### config.mk
export PLATFORM = sky130hd
export DESIGN_NAME = hazard_mult_sched
export DESIGN_NICKNAME = d
export VERILOG_FILES = /design/src/rtl/hazard_mult_sched.sv
export SDC_FILE = /design/constraint.sdc
export NUM_CORES = 1
export LEC_CHECK = 0
export BUFFER_PORTS_ARGS = -buffer_cell sky130_fd_sc_hd__buf_2
export CAP_MARGIN = 30
export CORE_MARGIN = 3
export CORE_UTILIZATION = 47
export CTS_CLUSTER_DIAMETER = 50
export DETAILED_ROUTE_END_ITERATION = 10
export GPL_TIMING_DRIVEN = 0
export PLACE_DENSITY_LB_ADDON = 0.05
export SYNTH_ARGS = -nofsm -noshare
export SYNTH_HDL_FRONTEND = slang
export SYNTH_SLANG_ARGS = --single-unit
### constraint.sdc
create_clock -name clk -period 4.45 [get_ports clk]
set_input_delay 0.2225 -clock clk [delete_from_list [all_inputs] [get_ports clk]]
set_output_delay 0.2225 -clock clk [all_outputs]
set_load 0.005 [all_outputs]
### src/rtl/hazard_mult_sched.sv
// hazard_mult_sched: forwarding, stall/flush and multi-cycle multiplier sequencing for a 5-stage MIPS pipeline
module hazard_mult_sched #(
    parameter int MULT_CYCLES = 4,
    parameter int CNTW        = 4
) (
    input  logic       clk,
    input  logic       reset,
    input  logic [4:0] rsD,
    input  logic [4:0] rtD,
    input  logic [4:0] rsE,
    input  logic [4:0] rtE,
    input  logic [4:0] writeregE,
    input  logic [4:0] writeregM,
    input  logic [4:0] writeregW,
    input  logic       regwriteE,
    input  logic       regwriteM,
    input  logic       regwriteW,
    input  logic       memtoregE,
    input  logic       memtoregM,
    input  logic       branchD,
    input  logic       start_multD,
    input  logic       start_multE,
    input  logic       hiloreadD,
    output logic [1:0] forwardAE,
    output logic [1:0] forwardBE,
    output logic       forwardAD,
    output logic       forwardBD,
    output logic       stallF,
    output logic       stallD,
    output logic       flushE,
    output logic       mult_load,
    output logic       mult_busy,
    output logic       mult_done
);
    localparam logic [0:0] IDLE = 1'b0;
    localparam logic [0:0] BUSY = 1'b1;

    logic [0:0]      r_state;
    logic [CNTW-1:0] r_cnt;
    logic            w_lwstall;
    logic            w_brstall;
    logic            w_mdstall;
    logic            w_stall;

    // Forwarding selects; memory stage wins over writeback and $0 is never forwarded
    always_comb begin
        forwardAE = (rsE != 5'd0 && regwriteM && writeregM == rsE) ? 2'b10 :
                    (rsE != 5'd0 && regwriteW && writeregW == rsE) ? 2'b01 : 2'b00;
        forwardBE = (rtE != 5'd0 && regwriteM && writeregM == rtE) ? 2'b10 :
                    (rtE != 5'd0 && regwriteW && writeregW == rtE) ? 2'b01 : 2'b00;
        forwardAD = rsD != 5'd0 && regwriteM && writeregM == rsD;
        forwardBD = rtD != 5'd0 && regwriteM && writeregM == rtD;
    end

    // Stall sources; the HI/LO wait releases in the same cycle the result becomes valid
    always_comb begin
        w_lwstall = memtoregE && (rtE == rsD || rtE == rtD);
        w_brstall = branchD && ((regwriteE && (writeregE == rsD || writeregE == rtD)) ||
                                (memtoregM && (writeregM == rsD || writeregM == rtD)));
        w_mdstall = (hiloreadD || start_multD) && ((mult_busy && !mult_done) || start_multE);
        w_stall   = w_lwstall || w_brstall || w_mdstall;
        stallF    = w_stall;
        stallD    = w_stall;
        flushE    = w_stall;
    end

    // Multiplier handshake derived from the state; a load is only accepted while idle
    always_comb begin
        mult_load = start_multE && r_state == IDLE && !reset;
        mult_busy = r_state == BUSY;
        mult_done = r_state == BUSY && r_cnt == CNTW'(1);
    end

    // Countdown sequencer; reset aborts an in-flight multiply without a done pulse
    always_ff @(posedge clk or posedge reset) begin
        if (reset) begin
            r_state <= IDLE;
            r_cnt   <= '0;
        end else if (mult_load) begin
            r_state <= BUSY;
            r_cnt   <= CNTW'(MULT_CYCLES);
        end else if (r_state == BUSY) begin
            r_state <= (r_cnt == CNTW'(1)) ? IDLE : BUSY;
            r_cnt   <= r_cnt - CNTW'(1);
        end
    end
endmodule

# ---- After elaboration in Yosys (flattened, before gate mapping)
# Cells that the tools add are included.
dict set report word_totals {
  in_bits 46
  output_inout_bits 12
  register_bits 5
  word_cells 60
}
dict set report op_classes {
  mux 9
  add_sub_neg 1
  n_reduce_logical 36
  bitwise_logic 1
  n_eq_ne 11
}
# cell count
set ops {}
lappend ops {{$eq 5x5->1} 10}
lappend ops {{$logic_and 1x1->1} 21}
lappend ops {{$reduce_bool 5->1} 4}
lappend ops {{$logic_or 1x1->1} 8}
lappend ops {{$mux 4} 2}
lappend ops {{$mux 1} 5}
lappend ops {{$eq 4x1->1 const B} 1}
lappend ops {{$mux 2} 2}
lappend ops {{$sub 4x1->4 const B} 1}
lappend ops {{$logic_not 1->1} 2}
lappend ops {{$reduce_bool 2->1} 1}
lappend ops {{$not 1->1} 1}

# ---- Logic depth before layout (Yosys ltp)
dict set report depth {
  word_depth 7
  depth_mapped 8
  mapped_depth_nobuf 7
}

# ---- Worst setup path after synthesis
# Ideal clock, no wire load.
dict set report synth_timing {
  path_type {register to output}
  from {reg r_cnt[1]}
  to {out stallD}
  required_time_ns 4.228
  t_arrival_ns 1.503
  path_slack_ns 2.724
  path_stages_with_launch 9
  n_path_buf 1
  path_cell_list {dfrtp_1 inv_1 ha_1 inv_1 o31a_1 o22ai_1 nand2_1 or3_1 buf_4}
}
dict set report synth_between {
  elab_chain_cells 7
}
# element line
set synth_lines {}
lappend synth_lines {{start, declared} 39} ;# logic [CNTW-1:0] r_cnt;
lappend synth_lines {{start signal, assigned} 81} ;# r_cnt <= CNTW'(MULT_CYCLES);
lappend synth_lines {{start signal, assigned} 84} ;# r_cnt <= r_cnt - CNTW'(1);
lappend synth_lines {{$eq 4x1->1} 71} ;# mult_done = r_state == BUSY && r_cnt == CNTW'(1);
lappend synth_lines {{$logic_and 1x1->1} 71}
lappend synth_lines {{$logic_not 1->1} 60} ;# w_mdstall = (hiloreadD || start_multD) && ((mult_busy && !mult_done) || start_multE);
lappend synth_lines {{$logic_and 1x1->1} 60}
lappend synth_lines {{$logic_or 1x1->1} 60}
lappend synth_lines {{$logic_and 1x1->1} 60}
lappend synth_lines {{$logic_or 1x1->1} 61} ;# w_stall = w_lwstall || w_brstall || w_mdstall;
lappend synth_lines {{end, declared} 29} ;# output logic stallD,
# No other way between the ends.

# ---- Worst setup path after layout
dict set report layout_timing {
  from {reg r_cnt[1]}
  to {out stallF}
}
dict set report layout_between {
  elab_chain_cells 7
}
# element line
set layout_lines {}
lappend layout_lines {{$eq 4x1->1} 71}
lappend layout_lines {{$logic_and 1x1->1} 71}
lappend layout_lines {{$logic_not 1->1} 60}
lappend layout_lines {{$logic_and 1x1->1} 60}
lappend layout_lines {{$logic_or 1x1->1} 60}
lappend layout_lines {{$logic_and 1x1->1} 60}
lappend layout_lines {{$logic_or 1x1->1} 61}
lappend layout_lines {{end, declared} 28} ;# output logic stallF,
# No other way between the ends.

==> impl.org <==
** Status
- Outcome :: finished clean

** Synthesis
- Post-Syn Nets :: 170
- Summed over all instances, the cell type with the most area after synthesis is xnor2_1.
- In this run, distinct cell masters in the synthesized netlist total 32.
- Synth Warn # :: 0
- A synthesized cell averages 8.07 um^2.
- The share of synthesized area in the top cell type comes to 0.240.
- Ranked by total cell area, the synthesized netlist is headed by xnor2_1 (24%), xor2_1 (21%), dfrtp_1 (13%).
- The synthesized design contains 5 register bits.
- Synthesized cell area :: 985 um^2
- Synthesis handed over a netlist of 122 instances.
- Fraction of the yosys area taken by sequential cells :: 0.127

** Placement
- Half-perimeter wire length after placement :: 2280 um
- Placer congestion estimate :: 0.839
- Once placement completed, the tool counted placed cells totaling 198.
- The placed instances occupy a cell area of 1270 um^2.
- Input and output buffers added on the ports amount to 51.

** Critical path
- Data on the critical path arrives at its endpoint at 1950 ps.
- Type of element launching the critical path :: flip-flop
- Classification of the worst setup path :: reg -> out
- Flop2flop setup slack :: 2760 ps
- Of all nets on the critical path, the largest fanout is 3.
- At the worst endpoint, the required time is 4230 ps.
- Critical Path Sink Type :: output port

** Final layout
- In the final layout, the share of cells above drive strength 1 is 0.371.
- Post-route core utilization :: 0.704
- Final #Nets :: 227
- Post-layout instance count excluding filler cells :: 203
- Layout overhead on the synthesized area :: 32.8%
- With fillers left out, the area of the finished cells amounts to 1310 um^2.
- The number of antenna diodes in the final layout is 0.
- Layout fillers :: 158

** CTS
- After clock tree synthesis, the clock-pin slew on the worst setup and hold paths is 40 ps.
- Clock latency on the worst-skew pair, taken at its later pin, is 240 ps.
- CTS built an H-tree with a depth of 1.
- Clock tree from TritonCTS :: done
- CTS sink count :: 5
- Cell chosen for the clock root :: clkbuf_4
- Clk buf depth :: 2
- CTS-repair resized insts :: 0
- TritonCTS created 3 clock buffers.

** Power and ir drop
- Of the total power, the share spent switching nets is 0.400.
- The internal power of the cells totals 0.209 mW.
- The analysis attributes to net switching a power of 0.139 mW.
- The share of total power dissipated in combinational logic is 0.597.
- IR Drop Worst-Case VDD :: 0.356 mV
- Summed over all cells, the static leakage comes to 0.587 nW.
- For this design the ratio of total power to cell area is 266 nW/um^2.
- Sequential group share of total power :: 0.253
- Clk pwr share :: 0.150

** Timing
- Setup repair after global routing left no endpoint under its margin.
- Hold Vio Cnt, Final :: 0
- Final Max Tran Viols :: 0
- Highest Clock Rate :: 0.461 GHz
- The worst pin sits at a relative slew slack of 0.578.
- Adding up every negative setup slack in the final design gives 0 ps.
- Tmin final :: 2170 ps
- Dividing the final minimum period by the clock period gives 0.487.
- Hold WS :: 424 ps
- At the pin with the least slew margin, the transition time is 632 ps.
- For the final database, setup skew stands at 5.56 ps.
- Final setup violation count :: 0

** Floorplan
- Pin placement for this block handled 58 I/O pins.
- Die X :: 51.8 um
- The floorplan step defined a die boundary enclosing 2680 um^2.
- Core Area :: 1860 um^2
- The initial utilization of the core area, before any placement, comes to 0.530.
- The floorplan step set the die height to 51.8 um.
- The floorplan has 15 rows.

** Drt
- The final layout contains routed wiring with a total length of 2700 um.
- Average wire per cell in the routed design :: 13.3 um
- In the routed design, unresolved DRC markers number 0.
- Mean number of vias per cell :: 5.19
- Once detail routing completed, the nets flagged for antenna violations numbered 0.
- Number of iterations in the first detailed-routing pass :: 4
- Number of DRC markers in iteration 0 :: 24
- The detailed router placed 1,054 vias in this run.

** Worst hold path
- The min-delay analysis places its worst path in the category in -> reg.

** Global route
- Global-route usage over all layers :: 0.218
- Entering global routing, the biggest net connects 11 pins.
- Initial antenna violation count :: 0
- First-pass GRT wire length :: 4460 um
- The number of global-route vias before repair was 1,019.
- Global-route congestion overflow total :: 0

** Flow run
- The tool flagged a number of max-cap violations equal to 0.
==> final timing paths <==
path | cells after the start | from | end
setup / recovery | 9 | r_cnt[1] | stallF
hold / removal | 3 | start_multE | r_cnt[3]
setup reg to reg | 4 | mult_busy | r_cnt[0]
hold reg to reg | 1 | r_cnt[2] | r_cnt[2]
max in group asynchronous | 3 | reset | r_cnt[1]
min in group asynchronous | 3 | reset | r_cnt[2]
==> logic make-up after synthesis <==
logic type	after synthesis	share of synthesized area
simple gates	42	0.260
fa+ha+maj	2	0.0254
buf+inv	13	0.0699
mux	1	0.0114
xor+xnor	51	0.454
flops	5	0.127
compound gates	8	0.0521
==> registers in the layout, indices dropped and copies added (netlist names) <==
signal / count
mult_busy: 1
r_cnt: 4
==> cells in the mapped netlist, drive strengths merged <==
master and number:
nand3 5, nor4b 2, nor4 7, o31ai 1, or3 1, nand4 6
xor2 24, o22ai 1, a21oi 1, a211oi 1, mux2 1, or4 4
nor2 7, nor3 3, clkbuf 2, ha 2, nand2b 1, o21ai 2
a31oi 1, xnor2 27, inv 4, nor3b 1, o31a 1, buf 7
nand2 5, dfrtp 5
==> metrics by stage <==
step                power [mW]  setup slack (ps)
floorplan                0.223              2720
global placement         0.284              2570
detailed placement       0.295              2550
CTS                      0.350              2280
global route             0.389              2160
finish                   0.348              2280
==> area by class of cell <==
| type | instances | area (um^2) | area share |
|---|---|---|---|
| Buffer | 9 | 53.8 | 0.0411 |
| Clock buffer | 4 | 26.3 | 0.0201 |
| Inverter | 4 | 15.0 | 0.0115 |
| Multi-Input combinational cell | 104 | 791 | 0.605 |
| Sequential cell | 5 | 125 | 0.0957 |
| Tap cell | 25 | 31.3 | 0.0239 |
| Timing Repair Buffer | 52 | 265 | 0.203 |
==> repair_timing <==
item / in CTS / in global routing
endpoints found under the setup margin: 0 / 0
setup buffers: 0 / 0
endpoints found under the hold margin: 5 / 0
hold buffers: 1 / 0
==> placed cells by master (no fill, tap or decap) <==
cell type | netlist | final
nor4b_1 | 2 | 2
buf_4 | 2 | 2
dlygate4sd3_1 | 0 | 1
nor2_1 | 6 | 6
a31oi_1 | 1 | 1
o31ai_1 | 1 | 1
nor3b_1 | 1 | 1
ha_1 | 2 | 2
xor2_1 | 24 | 24
o31a_1 | 1 | 1
or4_4 | 1 | 1
nor4_2 | 1 | 1
nor2_4 | 1 | 1
or4_1 | 3 | 3
nor4_1 | 6 | 6
nand4_1 | 6 | 6
nor3_2 | 1 | 1
buf_6 | 1 | 1
inv_1 | 4 | 4
a211oi_1 | 1 | 1
xnor2_1 | 27 | 27
nand2_1 | 5 | 5
o21ai_0 | 2 | 2
nand3_1 | 5 | 5
nor3_1 | 2 | 2
clkbuf_1 | 2 | 3
or3_1 | 1 | 1
clkbuf_4 | 0 | 3
nand2b_1 | 1 | 1
o22ai_1 | 1 | 1
mux2_2 | 1 | 1
buf_2 | 4 | 55
a21oi_1 | 1 | 1
dfrtp_1 | 5 | 5
==> critical path: stages (launching register included) <==
cell and delay (ps):
dfrtp_1 360, inv_1 100, ha_1 150, inv_1 50, o31a_1 240, o22ai_1 130
nand2_1 60, or3_1 350, buf_4 150, buf_2 110
==> power groups by stage <==
stage | sequential [mW] | combinational (mW) | clock, mW
global placement | 0.0873 | 0.197 | 0
global route | 0.0920 | 0.240 | 0.0571
CTS | 0.0881 | 0.209 | 0.0531
detailed placement | 0.0890 | 0.206 | 0
floorplan | 0.0851 | 0.138 | 0
finish | 0.0880 | 0.207 | 0.0522
==> routing by layer <==
metal / track usage / routed length (um)
met5: 0 / 0
met4: 0.0524 / 18
met3: 0.0573 / 261
met2: 0.373 / 1290
met1: 0.270 / 1130
Note: power is estimated with default switching activity, not from simulation.
